**src/rtl/div_pkg.sv**
```systemverilog
`default_nettype none
//------------------------------------------------------------------------------
// Package  : div_pkg
// Brief    : Shared FSM encoding and constants for the iterative divider.
// Revision : 1.0
//------------------------------------------------------------------------------
package div_pkg;

  typedef enum logic [1:0] {
    ST_IDLE  = 2'd0,
    ST_BUSY  = 2'd1,
    ST_FIXUP = 2'd2,
    ST_DONE  = 2'd3
  } div_state_t;

  // Replicated across the full width to form the divide-by-zero quotient.
  localparam logic c_DBZ_QUOT_BIT = 1'b1;

endpackage
`default_nettype wire

```
**src/rtl/div_gen_if.sv**
```systemverilog
`default_nettype none
//------------------------------------------------------------------------------
// Interface : div_gen_if
// Brief     : Request/result handshake bundle for div_gen.
// Revision  : 1.0
//------------------------------------------------------------------------------
interface div_gen_if #(
  parameter int WIDTH = 32
);
  import div_pkg::*;

  logic             signed_i;
  logic [WIDTH-1:0] dividend_i;
  logic [WIDTH-1:0] divisor_i;
  logic             in_valid_i;
  logic             in_ready_o;
  logic             annul_i;
  logic [WIDTH-1:0] quot_o;
  logic [WIDTH-1:0] rem_o;
  logic             dbz_o;
  logic             out_valid_o;
  logic             out_ready_i;

  modport master (
    output signed_i, dividend_i, divisor_i, in_valid_i, annul_i, out_ready_i,
    input  in_ready_o, quot_o, rem_o, dbz_o, out_valid_o
  );

  modport slave (
    input  signed_i, dividend_i, divisor_i, in_valid_i, annul_i, out_ready_i,
    output in_ready_o, quot_o, rem_o, dbz_o, out_valid_o
  );

endinterface
`default_nettype wire

```
**src/rtl/div_step.sv**
```systemverilog
`default_nettype none
//------------------------------------------------------------------------------
// Module   : div_step
// Brief    : One combinational restoring-division step.
// Revision : 1.0
//------------------------------------------------------------------------------
module div_step
  import div_pkg::*;
#(
  parameter int WIDTH = 32
) (
  input  logic [WIDTH-1:0] part_rem,
  input  logic [WIDTH-1:0] divisor,
  input  logic             next_bit,
  output logic [WIDTH-1:0] new_rem,
  output logic             quot_bit
);

  logic [WIDTH:0] w_shifted;
  logic [WIDTH:0] w_trial;

  // The partial remainder is always below the divisor, so the shifted value
  // fits in WIDTH+1 bits and the trial MSB is a reliable borrow flag.
  always_comb begin
    w_shifted = {part_rem, next_bit};
    w_trial   = w_shifted - {1'b0, divisor};
    quot_bit  = ~w_trial[WIDTH];
    new_rem   = w_trial[WIDTH] ? w_shifted[WIDTH-1:0] : w_trial[WIDTH-1:0];
  end

endmodule
`default_nettype wire

```
**src/rtl/div_gen.sv**
```systemverilog
`default_nettype none
//------------------------------------------------------------------------------
// Module   : div_gen
// Brief    : Iterative signed/unsigned restoring divider with annul support.
// Revision : 1.0
//------------------------------------------------------------------------------
module div_gen
  import div_pkg::*;
#(
  parameter int WIDTH     = 32,
  parameter int STEP_BITS = 1
) (
  input  logic      clk,
  input  logic      rst,
  div_gen_if.slave  bus
);

  localparam int                 c_STEPS = WIDTH / STEP_BITS;
  localparam int                 c_CNT_W = $clog2(c_STEPS + 1);
  localparam logic [c_CNT_W-1:0] c_LAST  = c_CNT_W'(c_STEPS - 1);
  localparam logic [c_CNT_W-1:0] c_ONE   = c_CNT_W'(1);

  div_state_t         r_state;
  logic [WIDTH-1:0]   r_rem;
  logic [WIDTH-1:0]   r_quot;
  logic [WIDTH-1:0]   r_divisor;
  logic [c_CNT_W-1:0] r_cnt;
  logic               r_signed;
  logic               r_dvd_neg;
  logic               r_sign_xor;
  logic               r_out_valid;
  logic               r_dbz;
  logic [WIDTH-1:0]   r_quot_out;
  logic [WIDTH-1:0]   r_rem_out;

  logic [WIDTH-1:0]   w_rem_chain [STEP_BITS+1];
  logic [STEP_BITS-1:0] w_qbits;
  logic               w_dvd_neg;
  logic               w_dvs_neg;
  logic [WIDTH-1:0]   w_dvd_mag;
  logic [WIDTH-1:0]   w_dvs_mag;

  always_comb begin
    w_dvd_neg = bus.signed_i & bus.dividend_i[WIDTH-1];
    w_dvs_neg = bus.signed_i & bus.divisor_i[WIDTH-1];
    w_dvd_mag = w_dvd_neg ? ('0 - bus.dividend_i) : bus.dividend_i;
    w_dvs_mag = w_dvs_neg ? ('0 - bus.divisor_i)  : bus.divisor_i;
  end

  // r_quot starts as the dividend magnitude; its MSBs feed the step chain and
  // quotient bits shift in at the bottom.
  assign w_rem_chain[0] = r_rem;

  for (genvar k = 0; k < STEP_BITS; k++) begin : g_step
    div_step #(
      .WIDTH(WIDTH)
    ) u_step (
      .part_rem (w_rem_chain[k]),
      .divisor  (r_divisor),
      .next_bit (r_quot[WIDTH-1-k]),
      .new_rem  (w_rem_chain[k+1]),
      .quot_bit (w_qbits[STEP_BITS-1-k])
    );
  end

  always_ff @(posedge clk) begin
    if (rst) begin
      r_state     <= ST_IDLE;
      r_rem       <= '0;
      r_quot      <= '0;
      r_divisor   <= '0;
      r_cnt       <= '0;
      r_signed    <= 1'b0;
      r_dvd_neg   <= 1'b0;
      r_sign_xor  <= 1'b0;
      r_out_valid <= 1'b0;
      r_dbz       <= 1'b0;
      r_quot_out  <= '0;
      r_rem_out   <= '0;
    end else begin
      case (r_state)
        ST_IDLE: begin
          if (bus.in_valid_i && !bus.annul_i) begin
            if (bus.divisor_i == '0) begin
              r_state     <= ST_DONE;
              r_out_valid <= 1'b1;
              r_dbz       <= 1'b1;
              r_quot_out  <= {WIDTH{c_DBZ_QUOT_BIT}};
              r_rem_out   <= bus.dividend_i;
            end else begin
              r_state    <= ST_BUSY;
              r_rem      <= '0;
              r_quot     <= w_dvd_mag;
              r_divisor  <= w_dvs_mag;
              r_signed   <= bus.signed_i;
              r_dvd_neg  <= w_dvd_neg;
              r_sign_xor <= w_dvd_neg ^ w_dvs_neg;
              r_cnt      <= '0;
            end
          end
        end

        ST_BUSY: begin
          if (bus.annul_i) begin
            r_state <= ST_IDLE;
          end else begin
            r_rem  <= w_rem_chain[STEP_BITS];
            r_quot <= {r_quot[WIDTH-STEP_BITS-1:0], w_qbits};
            r_cnt  <= r_cnt + c_ONE;
            if (r_cnt == c_LAST) begin
              r_state <= ST_FIXUP;
            end
          end
        end

        ST_FIXUP: begin
          if (bus.annul_i) begin
            r_state <= ST_IDLE;
          end else begin
            // Remainder sign follows the dividend; most-negative / -1 wraps.
            r_state     <= ST_DONE;
            r_out_valid <= 1'b1;
            r_dbz       <= 1'b0;
            r_quot_out  <= (r_signed && r_sign_xor) ? ('0 - r_quot) : r_quot;
            r_rem_out   <= (r_signed && r_dvd_neg)  ? ('0 - r_rem)  : r_rem;
          end
        end

        ST_DONE: begin
          if (bus.out_ready_i) begin
            r_state     <= ST_IDLE;
            r_out_valid <= 1'b0;
            r_dbz       <= 1'b0;
            r_quot_out  <= '0;
            r_rem_out   <= '0;
          end
        end

        default: begin
          r_state <= ST_IDLE;
        end
      endcase
    end
  end

  assign bus.in_ready_o  = (r_state == ST_IDLE);
  assign bus.out_valid_o = r_out_valid;
  assign bus.dbz_o       = r_dbz;
  assign bus.quot_o      = r_quot_out;
  assign bus.rem_o       = r_rem_out;

endmodule
`default_nettype wire

```
**src/flat_wrapper.sv**
```systemverilog
// flat-port wrapper written by rule: the top's interface ports become plain ports
module div_gen_flat import div_pkg::*;
#(
  parameter int WIDTH     = 32,
  parameter int STEP_BITS = 1
)
  (clk, rst, bus_signed_i, bus_dividend_i, bus_divisor_i, bus_in_valid_i, bus_annul_i, bus_out_ready_i, bus_in_ready_o, bus_quot_o, bus_rem_o, bus_dbz_o, bus_out_valid_o);
  div_gen_if #(.WIDTH(WIDTH)) bus_i ();
  input  logic clk;
  input  logic rst;
  input wire logic [$bits(bus_i.signed_i)-1:0] bus_signed_i;
  input wire logic [$bits(bus_i.dividend_i)-1:0] bus_dividend_i;
  input wire logic [$bits(bus_i.divisor_i)-1:0] bus_divisor_i;
  input wire logic [$bits(bus_i.in_valid_i)-1:0] bus_in_valid_i;
  input wire logic [$bits(bus_i.annul_i)-1:0] bus_annul_i;
  input wire logic [$bits(bus_i.out_ready_i)-1:0] bus_out_ready_i;
  output wire logic [$bits(bus_i.in_ready_o)-1:0] bus_in_ready_o;
  output wire logic [$bits(bus_i.quot_o)-1:0] bus_quot_o;
  output wire logic [$bits(bus_i.rem_o)-1:0] bus_rem_o;
  output wire logic [$bits(bus_i.dbz_o)-1:0] bus_dbz_o;
  output wire logic [$bits(bus_i.out_valid_o)-1:0] bus_out_valid_o;
  assign bus_i.signed_i = bus_signed_i;
  assign bus_i.dividend_i = bus_dividend_i;
  assign bus_i.divisor_i = bus_divisor_i;
  assign bus_i.in_valid_i = bus_in_valid_i;
  assign bus_i.annul_i = bus_annul_i;
  assign bus_i.out_ready_i = bus_out_ready_i;
  assign bus_in_ready_o = bus_i.in_ready_o;
  assign bus_quot_o = bus_i.quot_o;
  assign bus_rem_o = bus_i.rem_o;
  assign bus_dbz_o = bus_i.dbz_o;
  assign bus_out_valid_o = bus_i.out_valid_o;
  div_gen #(.WIDTH(WIDTH), .STEP_BITS(STEP_BITS)) u_core (.clk(clk), .rst(rst), .bus(bus_i));
endmodule
```
**config.mk**
```make
export PLATFORM = sky130hd
export DESIGN_NAME = div_gen_flat
export DESIGN_NICKNAME = d
export VERILOG_FILES = /design/src/rtl/div_pkg.sv /design/src/rtl/div_gen_if.sv /design/src/rtl/div_step.sv /design/src/rtl/div_gen.sv /design/src/flat_wrapper.sv
export SDC_FILE = /design/constraint.sdc
export NUM_CORES = 1
export LEC_CHECK = 0
export ABC_AREA = 1
export ABC_CLOCK_PERIOD_IN_PS = 3200
export CAP_MARGIN = 15
export CORE_ASPECT_RATIO = 2
export CORE_MARGIN = 2
export CORE_UTILIZATION = 33
export CTS_CLUSTER_SIZE = 8
export DETAILED_ROUTE_END_ITERATION = 10
export SLEW_MARGIN = 20
export SYNTH_ARGS = -nofsm -noshare
export SYNTH_HDL_FRONTEND = slang
export SYNTH_SLANG_ARGS = --single-unit
```
**constraint.sdc**
```tcl
create_clock -name clk -period 3.2 [get_ports clk]
set_clock_uncertainty 0.05 [all_clocks]
set_input_delay 0.48 -clock clk [delete_from_list [all_inputs] [get_ports clk]]
set_output_delay 0.48 -clock clk [all_outputs]
set_load 0.02 [all_outputs]
```
### After elaboration in Yosys (flattened, before gate mapping)

Index checks and enable logic that the tools add are counted.

| storage, ports and cells | value |
|---|---|
| register bits | 173 |
| logic and storage cells | 86 |

| operators by class | value |
|---|---|
| add/sub/neg operators | 6 |
| eq/ne operators | 11 |
| muxes and demuxes | 40 |
| bitwise operators | 5 |
| reductions and logical operators | 12 |

Operators with widths:

| cell | number |
|---|---|
| $mux 32 | 18 |
| $pmux 32 s3 | 2 |
| $pmux 32 s2 | 2 |
| $sub 1x32->32 const A | 4 |
| $sub 33x32->33 | 1 |
| $logic_not 32->1 | 1 |
| $mux 6 | 3 |
| $mux 2 | 6 |
| $pmux 6 s2 | 1 |
| $ne 2x2->1 const B | 4 |
| $pmux 2 s4 | 1 |
| $add 6x1->6 const B | 1 |
| $eq 6x5->1 const B | 1 |
| $pmux 1 s3 | 2 |
| $reduce_and 3->1 | 2 |
| $mux 1 | 5 |
| $reduce_and 5->1 | 1 |
| $eq 2x2->1 const B | 2 |
| $ne 2x1->1 const B | 2 |
| $reduce_and 4->1 | 1 |
| $logic_and 1x1->1 | 3 |
| $ne 3x2->1 const B | 1 |
| $reduce_bool 3->1 | 1 |
| $and 1x1->1 | 2 |
| other kinds (6) | 7 |

### Logic depth before layout (Yosys ltp)

Gate-level depths: netlist (run 1).

| depth | value |
|---|---|
| depth after elaboration | 5 |
| gate-level depth with buffers | 18 |

### Hierarchy

Synthesis (run 1) repeated with hierarchy kept, for this count alone.

| unflattened totals | value |
|---|---|
| cell total of the unflattened synthesis | 2381 |
| area total of the unflattened synthesis | 13645.6 um2 |

By module, submodules not included:

| module | times used | cells each | area an instance (um2) |
|---|---|---|---|
| div_gen | 1 | 1701 | 10495.1 |
| div_step | 1 | 680 | 3150.5 |

### Least setup slack after synthesis (run 1)

OpenSTA, ideal clock, no wires.

| timing path | value |
|---|---|
| kind | register to register |
| start point | register u_core.r_quot[31] |
| end point | register u_core.r_rem[24] |
| library setup time | 0.132 ns |
| arrival time | 2.033 ns |
| required time | 3.018 ns |
| path slack | 0.985 ns |
| cell stages (with the launch flop) | 17 |
| path buffers | 1 |
| clock period less this slack | 2.215 ns |
| cells stage by stage | dfxtp_1 inv_1 ha_1 fa_1 inv_1 nand2_1 nand2_1 nand3_1 nand2_2 nand2_2 nand2_2 nand2_2 nand3_1 buf_2 nand3_1 nand3_1 a21oi_1 |

| on the way | value |
|---|---|
| cells in the longest elaborated chain, start to end | 4 |

Ends and longest elaborated chain:

| element | RTL line | RTL |
|---|---|---|
| start: declaration | div_gen.sv:25 | `logic [WIDTH-1:0] r_quot;` |
| start signal: assignment | div_gen.sv:93 | `r_quot <= w_dvd_mag;` |
| start signal: assignment | div_gen.sv:108 | `r_quot <= {r_quot[WIDTH-STEP_BITS-1:0], w_qbits};` |
| $sub 33x32->33 | div_step.sv:26 | `w_trial = w_shifted - {1'b0, divisor};` |
| $mux 32 | div_step.sv:28 | `new_rem = w_trial[WIDTH] ? w_shifted[WIDTH-1:0] : w_trial[WIDTH-1:0];` |
| $mux 32 | div_gen.sv:104 | `if (bus.annul_i) begin` |
| $pmux 32 s2 | div_gen.sv:81 | `case (r_state)` |
| end signal: assignment | div_gen.sv:107 | `r_rem <= w_rem_chain[STEP_BITS];` |
| end: declaration | div_gen.sv:24 | `logic [WIDTH-1:0] r_rem;` |

Every way passes these cells. The select of a mux whose other input is x is not followed.
A chain may end at the register's enable or synchronous reset.

### Worst setup path after layout (run 1)

| timing path | value |
|---|---|
| start point | register u_core.r_quot[31] |
| end point | register u_core.r_rem[28] |

The elaborated chain is that of the path after synthesis.

==> results of run 1 <==
-- Yosys cell counts, drive strengths merged, types with 5 or more instances --
master,count,area share
xor2,24,0.016
nand4,34,0.017
or2,10,0.0046
nand3b,13,0.0072
buf,53,0.026
ha,37,0.034
dfxtp,173,0.26
o21ai,158,0.059
inv,327,0.091
nor2,212,0.065
o22ai,8,0.0037
o21bai,5,0.0028
o211ai,9,0.0054
nor3,32,0.013
nand2,654,0.19
xnor2,11,0.0072
a21oi,213,0.080
clkbuf,36,0.010
a31oi,23,0.011
nand3,235,0.089
-- flip-flops by register name, indices dropped and copies added (netlist names), 2 cells and up --
name,flops
u_core.r_cnt,6
u_core.r_state,2
u_core.r_rem,32
u_core.bus.quot_o,32
u_core.bus.rem_o,32
u_core.r_quot,32
u_core.r_divisor,32
-- report_power, final --
part           total (mW)  internal (mW)  switching [mW]  leakage, nW
clock network        2.21           1.18            1.03        0.286
registers            2.44           2.31           0.127         1.41
logic                2.11          0.691            1.42         5.66
total                6.76           4.18            2.57         7.36
-- worst paths after layout --
| kind | slack, ps | end | cells after the start |
|---|---|---|---|
| hold reg to reg | 430 | u_core.r_divisor[31] | 2 |
| hold / removal | 310 | u_core.bus.quot_o[0] | 2 |
| setup / recovery | 320 | u_core.r_rem[28] | 17 |
| setup reg to reg | 320 | u_core.r_rem[28] | 17 |
-- area by class of cell --
cell class | count | area [um^2] | share of cell area
Clock inverter | 14 | 171 | 0.0107
Tap cell | 530 | 663 | 0.0412
Clock buffer | 18 | 429 | 0.0267
Multi-Input combinational cell | 1703 | 8280 | 0.515
Inverter | 329 | 1240 | 0.0768
Sequential cell | 173 | 3460 | 0.215
Timing Repair Buffer | 189 | 1840 | 0.115
-- per-stage QoR --
step | util | total power [mW] | setup WS, ps | hold WS [ps]
4_1_cts | 0.400 | 6.78 | 330 | 287
3_5_place_dp | 0.385 | 4.57 | 188 | 415
3_3_place_gp | 0.385 | 4.55 | 283 | 409
2_1_floorplan | - | 3.76 | 985 | 380
5_1_grt | 0.400 | 7.08 | 116 | 306
6_report | 0.400 | 6.76 | 317 | 305
-- kinds of logic after synthesis --
group | after synthesis | synth area share
AND/OR/NAND/NOR | 1198 | 0.385
buffers and inverters | 418 | 0.128
adder cells (fa/ha/maj) | 38 | 0.0359
flip-flops | 173 | 0.257
XOR/XNOR | 35 | 0.0228
AO/OA/AOI/OAI | 432 | 0.171
-- worst register-to-register path, cell delays in order, from the launching register on --
cell and delay [ps]:
dfxtp_1 410, inv_1 140, ha_1 310, fa_1 440
inv_1 130, nand2_1 60, nand2_1 70, nand3_1 80
nand2_2 110, nand2_2 70, nand2_2 70, nand2_2 80
nand3_1 170, nand2_2 160, buf_4 200, nand2_1 80
nand3_1 80, a21oi_1 120
-- layer usage --
layer	part of all wire	up-vias	global-route usage	wire length (um)
li1	-	7674	-	-
met1	0.31	6963	0.217	17300
met2	0.54	473	0.508	29800
met3	0.031	208	0.0217	1740
met4	0.12	0	0.263	6360
met5	0	-	0	0
==> summary.md, run 1 <==
| Metric | Value |
|---|---|
| Status | finished clean |
| Die Y | 290 um |
| Worst r2r src | u_core.r_quot[31] |
| Non-Filler Instances | roughly 3.0k |
| Filler cells | about 4.3k |
| Design area | 0.0161 mm^2 |
| Port bufs | 136 |
| GRT overflow | 0 |
| Critical-path maximum fanout | 6 |
| Fin crit share | 0.901 |
| Post-synth net total | about 2.4k |
| Leakage power | 7.36 nW |
| Critical Path RT | 3530 ps |
| TNS Setup | 0 ps |
| Peak Freq | 0.347 GHz |
| EDFF count, synth | 0 |
| Synth async-reset ratio | 0 |
| GPL Wtd Cong | 1.04 |
| Crit path buf inv count | 3 |
| RSZ-0062 raised after global routing | false |
| # Max-Cap Violations | 0 |
| Yosys cell types | 53 |
| Post-cts sizing count | 0 |
| Root Driver | clkbuf_16 |
| Gate Count Post-Synth | 2294 |
| Area Growth Syn to Fin | 19.5% |
| Via density | 5.18 |
| Main flop type after synthesis | dfxtp_1 |
| ANT cells | 0 |
| Vias in the first global route | roughly 15k |
| Seq/Total Area, Yosys | 0.257 |
| Share of layout cells above drive strength 1 | 0.0618 |
| WL/cell | 18.7 um |
| CTS tree | yes |
| Hold crit path type | input pin to flop |
| Worst Max-Slew Pin Slew | roughly 840 ps |
| Final Max Tran Viols | 0 |
| CTS Buffer Depth | 2 |
| Worst VDD drop | approximately 0.26 mV |
| Full die area | 0.0425 mm^2 |
| Post-layout nets | 2521 |
| WP data arrival | roughly 3200 ps |
| Htree depth | 4 |
| Drt drc | 0 |
| # rows | 104 |
| Crit-path leading delay family | simple AND/OR/NAND/NOR gates |
| Startpoint types | flop |
| Slew headroom | 0.436 |
| Placed cells | a little under 3k |
| Cell repeated most along the worst path | nand2_2 |
| Pwr per Cell Area | 420 mW/mm^2 |
| Horiz. Die Dim | 147 um |
| Final hold vios | 0 |
| Clock transition at path regs | roughly 80 ps |
| GRT Util Overall | 0.258 |
| HP Start | rst |
| Crit path largest cell delay | 430 ps |
| Post-route ant nets | 0 |
| Crit-path slowest cell | fa_1 |
| Post-CTS Hold Buffers | 0 |
| Clock Latency Late Sink | about 460 ps |
| Flops & latches, synth | 173 |
| Ys Warns | 0 |
| Starting Density | 0.335 |
| Synthesized area per cell | 5.87 um^2 |
| Placed cell areas | 0.0155 mm^2 |
| CP Capture Type | flop |
| Critical path class | flop to flop |
| Clock sink count | ~170 |
| Critical Path Source | u_core.r_quot[31] |
| Postcts setup bufs | 0 |
| First-pass GRT wire length | 83.8 mm |
| Tmin final | 2880 ps |
| Setup violations, final | 0 |
| Final WL | between 50 and 60 mm |
| Antenna violations before repair | 0 |
| Largest net degree at the start of global routing | just over 50 |
| Crit path cell chain | inv_1 > ha_1 > fa_1 > inv_1 > nand2_1 > nand2_1 > nand3_1 > nand2_2 > nand2_2 > nand2_2 > nand2_2 > nand3_1 > nand2_2 > buf_4 > nand2_1 > nand3_1 > a21oi_1 |
| Most common cell after layout, fill and taps aside | nand2_1 |
| Drt initial violations | 788 |
| Mapped Area | approximately 0.013 mm^2 |
| Pre-antenna DRT Iters | 5 |
| Core Region | 0.0402 mm^2 |
| Total I/O pin count | 137 |
| Vias | 15.3k |
| Final HPWL DP | ~46 mm |
| Most frequent cells in the layout | nand2_1, inv_1, nand3_1 |
| TritonCTS buffer count | 17 |
No activity file was read; power rests on OpenSTA's default activity.
==> run 2: changes to the inputs <==
Settings changed: ABC_AREA 1 to 0.
==> run 2 against run 1 <==
Net effect: sequential cell count is the same; combinational power shrank 15%; critical path depth decreased by 8; final cell count is 26% lower; die area down 15%; setup slack worse by 200 ps; non-clock buffer count increased by 152; count of clock-buffer cells in the layout increased by 1; register-to-register slack got worse by 190 ps; sequential share of layout area up 1.1 points; critical endpoint is now u_core.bus.quot_o[27].
==> summary.md, run 2 <==
| Metric | Value |
|---|---|
| Largest net degree at the start of global routing | 102 (+100%) |
| Peak Freq | 0.324 GHz (-6.6%) |
| Core Region | 0.0341 mm^2 (-15%) |
| EDFF count, synth | 0 (unchanged) |
| Pre-antenna DRT Iters | 5 (unchanged) |
| Seq/Total Area, Yosys | 0.304 (+0.0468) |
| DP Worst Slack | -568 ps (-756 ps) |
| CTS tree | yes |
| Worst Max-Slew Pin Slew | 780 ps (-58.7 ps) |
| Final WL | 40.2 mm (-27%) |
| Synthesized area per cell | 7.80 um^2 (+33%) |
| Comb power frac | 0.279 (-0.033) |
| # Max-Cap Violations | 0 (unchanged) |
| Clock network fraction of total power | 0.354 (+0.027) |
| Post-CTS Hold Buffers | 0 (unchanged) |
| CTS Buffer Depth | 2 (unchanged) |
| TritonCTS buffer count | 17 (unchanged) |
| Die Y | 267 um (-7.9%) |
| GRT overflow | 0 (unchanged) |
| Share of the synthesized area in the top cell type | 0.304 (+0.0468) |
| Via density | 5.35 (+3.3%) |
| Root Driver | clkbuf_16 |
| Final Max Tran Viols | 0 (unchanged) |
| Htree depth | 4 (unchanged) |
| Gate Count Post-Synth | 1460 (-36%) |
| Most common cell in the netlist | nor2_1 |
| GRT Util Overall | 0.224 (-0.0333) |
| Non-Filler Instances | 2179 (-26%) |
| Critical Path RT | 3470 ps (-60 ps) |
| Synth Area in Adders | 0.0424 (+0.00652) |
| Post-layout nets | 1832 (-27%) |
| Final worst slack | 113 ps (-203 ps) |
| Largest family of logic cells by synthesized area | compound AO/OA/AOI/OAI gates |
| Flops & latches, synth | 173 (unchanged) |
| Drt initial violations | 658 (-16%) |
| Placed cells | 2146 (-27%) |
| Drt drc | 0 (unchanged) |
| Area Growth Syn to Fin | 34.5% |
| Synth async-reset ratio | 0 (unchanged) |
| CP Capture Type | flop |
| Startpoint types | input pin |
| Total I/O pin count | 137 (unchanged) |
| Post-synth net total | 1568 (-35%) |
| Critical path class | input pin to flop |
| Share of layout cells above drive strength 1 | 0.171 (+0.109) |
| Horiz. Die Dim | 135 um (-7.8%) |
| WL/cell | 18.5 um (-1.2%) |
| TNS Setup | 0 ps (unchanged) |
| Cell repeated most along the worst path | or4_4 |
| Mapped Area | 0.0114 mm^2 (-15%) |
| Cell taking the most area after synthesis | dfxtp_1 |
| Compound-Gate Fraction of Synth Area | 0.268 (+0.0966) |
| Placed cell areas | 0.0146 mm^2 (-5.9%) |
| Hold crit path type | flop to flop |
| Simple-gate portion of the synthesized area | 0.197 (-0.188) |
| Synth cell count leaders | nor2_1, dfxtp_1, nand2_1, a21oi_1, o21ai_0 |
| Main flop type after synthesis | dfxtp_1 |
| Full die area | 0.0361 mm^2 (-15%) |
| Vias in the first global route | 11.8k (-24%) |
| Antenna violations before repair | 1 (+1) |
| Crit path largest cell delay | 580 ps (+150 ps) |
| Post-synthesis mux area share | 0.0158 (+0.0158) |
| Worst VDD drop | 0.367 mV (+41%) |
| Setup violations, final | 0 (unchanged) |
| Final hold vios | 0 (unchanged) |
| # rows | 96 (-7.7%) |
| Clock transition at path regs | 70 ps (about the same) |
| First-pass GRT wire length | 62.4 mm (-25%) |
| WP data arrival | 3360 ps (+150 ps) |
| XOR/XNOR Fraction of Synth Area | 0.113 (+0.0903) |
| GPL Wtd Cong | 0.927 (-11%) |
| Fin crit share | 0.965 (+0.0636) |
| Vias | 11.7k (-24%) |
| Ys Warns | 0 (unchanged) |
| Clock sink count | 173 (unchanged) |
| Critical-path maximum fanout | 27 (+21) |
| Status | finished clean |
| Crit-path slowest cell | or4_4 |
| Tmin final | 3090 ps (+203 ps) |
| P_int | 4.42 mW (+5.6%) |
| Pwr per Cell Area | 421 mW/mm^2 (+0.33%) |
| Most common cell after layout, fill and taps aside | buf_4 |
| Crit path cell chain | clkdlybuf4s50_1 > or4_4 > nor4b_4 > nand3_2 > or4_4 > o21a_4 > buf_12 > a221oi_1 > nor2_1 |
| Post-route ant nets | 0 (unchanged) |
| Synth area leaders | dfxtp_1, xor2_1, nor2_1 |
| Sw Share | 0.315 (-0.0654) |
| Yosys cell types | 68 (+28%) |
| Switching pwr | 2.04 mW (-21%) |
| Most frequent cells in the layout | buf_4, nor2_1, dfxtp_1 |
| Clock Latency Late Sink | 460 ps (about the same) |
| Final HPWL DP | 32.4 mm (-29%) |
| Port bufs | 136 (unchanged) |
| Starting Density | 0.334 (-0.000876) |
| Leakage power | 6.02 nW (-18%) |
| Part of the power in registers | 0.367 (+0.006) |
| Slew headroom | 0.479 (+0.0422) |
| Design area | 0.0153 mm^2 (-4.8%) |
-- run 2: changes by cell type in the layout (fill, tap and decap cells not counted), moves of 29 or more --
| cell | previous run | this run |
|---|---|---|
| buf_4 | 47 | 191 |
| a211oi_1 | 4 | 37 |
| and3_1 | 1 | 32 |
| o211ai_1 | 8 | 37 |
| o21ai_0 | 149 | 100 |
| a21oi_1 | 209 | 114 |
| nand3_1 | 231 | 16 |
| a221oi_2 | 0 | 32 |
| inv_1 | 316 | 58 |
| nand2_1 | 640 | 130 |
| xnor2_1 | 11 | 66 |
| xor2_1 | 24 | 81 |
-- run 2: per-layer routing --
metal,up-vias,wire (um),share of wire,GRT usage
met1,5460,13600,0.34,0.199
met4,0,2520,0.063,0.150
met3,106,1190,0.030,0.0228
met5,-,0,0,0
met2,305,23000,0.57,0.457
li1,5794,-,-,-
-- run 2: what timing repair did --
| item | in CTS | in global routing |
|---|---|---|
| endpoints found under the setup margin | 65 | 134 |
| pin swaps | 4 | 7 |
| gates resized for setup | 10 | 16 |
| setup buffers | 0 | 1 |
-- run 2: area by class of cell --
class,instances,area (um^2)
fillers,3411,18800
multi-input cells,1133,7390
flip-flops and latches,173,3460
repair buffers,341,3070
well taps,441,552
clock buffers,19,443
inverters,58,218
clock inverters,13,189
diodes,1,2.50
-- run 2: stage by stage --
step                power (mW)  hold WS [ps]  utilization
floorplan                 3.40           382            -
global placement          4.17           390        0.427
detailed placement        4.18           396        0.427
CTS                       6.47           406        0.447
global route              6.74           426        0.449
finish                    6.45           402        0.449
-- run 2: kinds of logic after synthesis --
| kind of cell | after synthesis |
|---|---|
| buffers and inverters | 154 |
| muxes | 18 |
| and+or+nand+nor | 484 |
| adders and majority gates | 38 |
| AOI/OAI and AO/OA | 446 |
| xor gates and xnor gates | 147 |
| DFF | 173 |
-- run 2: path summary, 6_finish.rpt --
kind / start / end / slack [ps] / depth (start not counted)
hold / removal: u_core.r_divisor[31] / u_core.r_divisor[31] / 400 / 2
setup reg to reg: u_core.r_quot[31] / u_core.r_rem[30] / 130 / 15
hold reg to reg: u_core.r_divisor[31] / u_core.r_divisor[31] / 400 / 2
setup / recovery: bus_divisor_i[3] / u_core.bus.quot_o[27] / 110 / 9
-- run 2: power by group through the flow --
stage	Clock (mW)	Combinational (mW)	Sequential (mW)
global placement	0	1.75	2.42
finish	2.29	1.80	2.37
floorplan	0	0.951	2.45
detailed placement	0	1.77	2.42
CTS	2.32	1.78	2.37
global route	2.40	1.95	2.38
-- run 2: worst max-delay path, delay by kind of cell --
family,cells,cell delay [ps]
compound gates,2,580
buf+inv,2,600
simple gates,5,1660
==> run 3: changes to the inputs <==
Settings changed: SLEW_MARGIN 20 to unset.
==> results of run 3 <==
Final layout, timing and power as in run 2 (identical DEF).
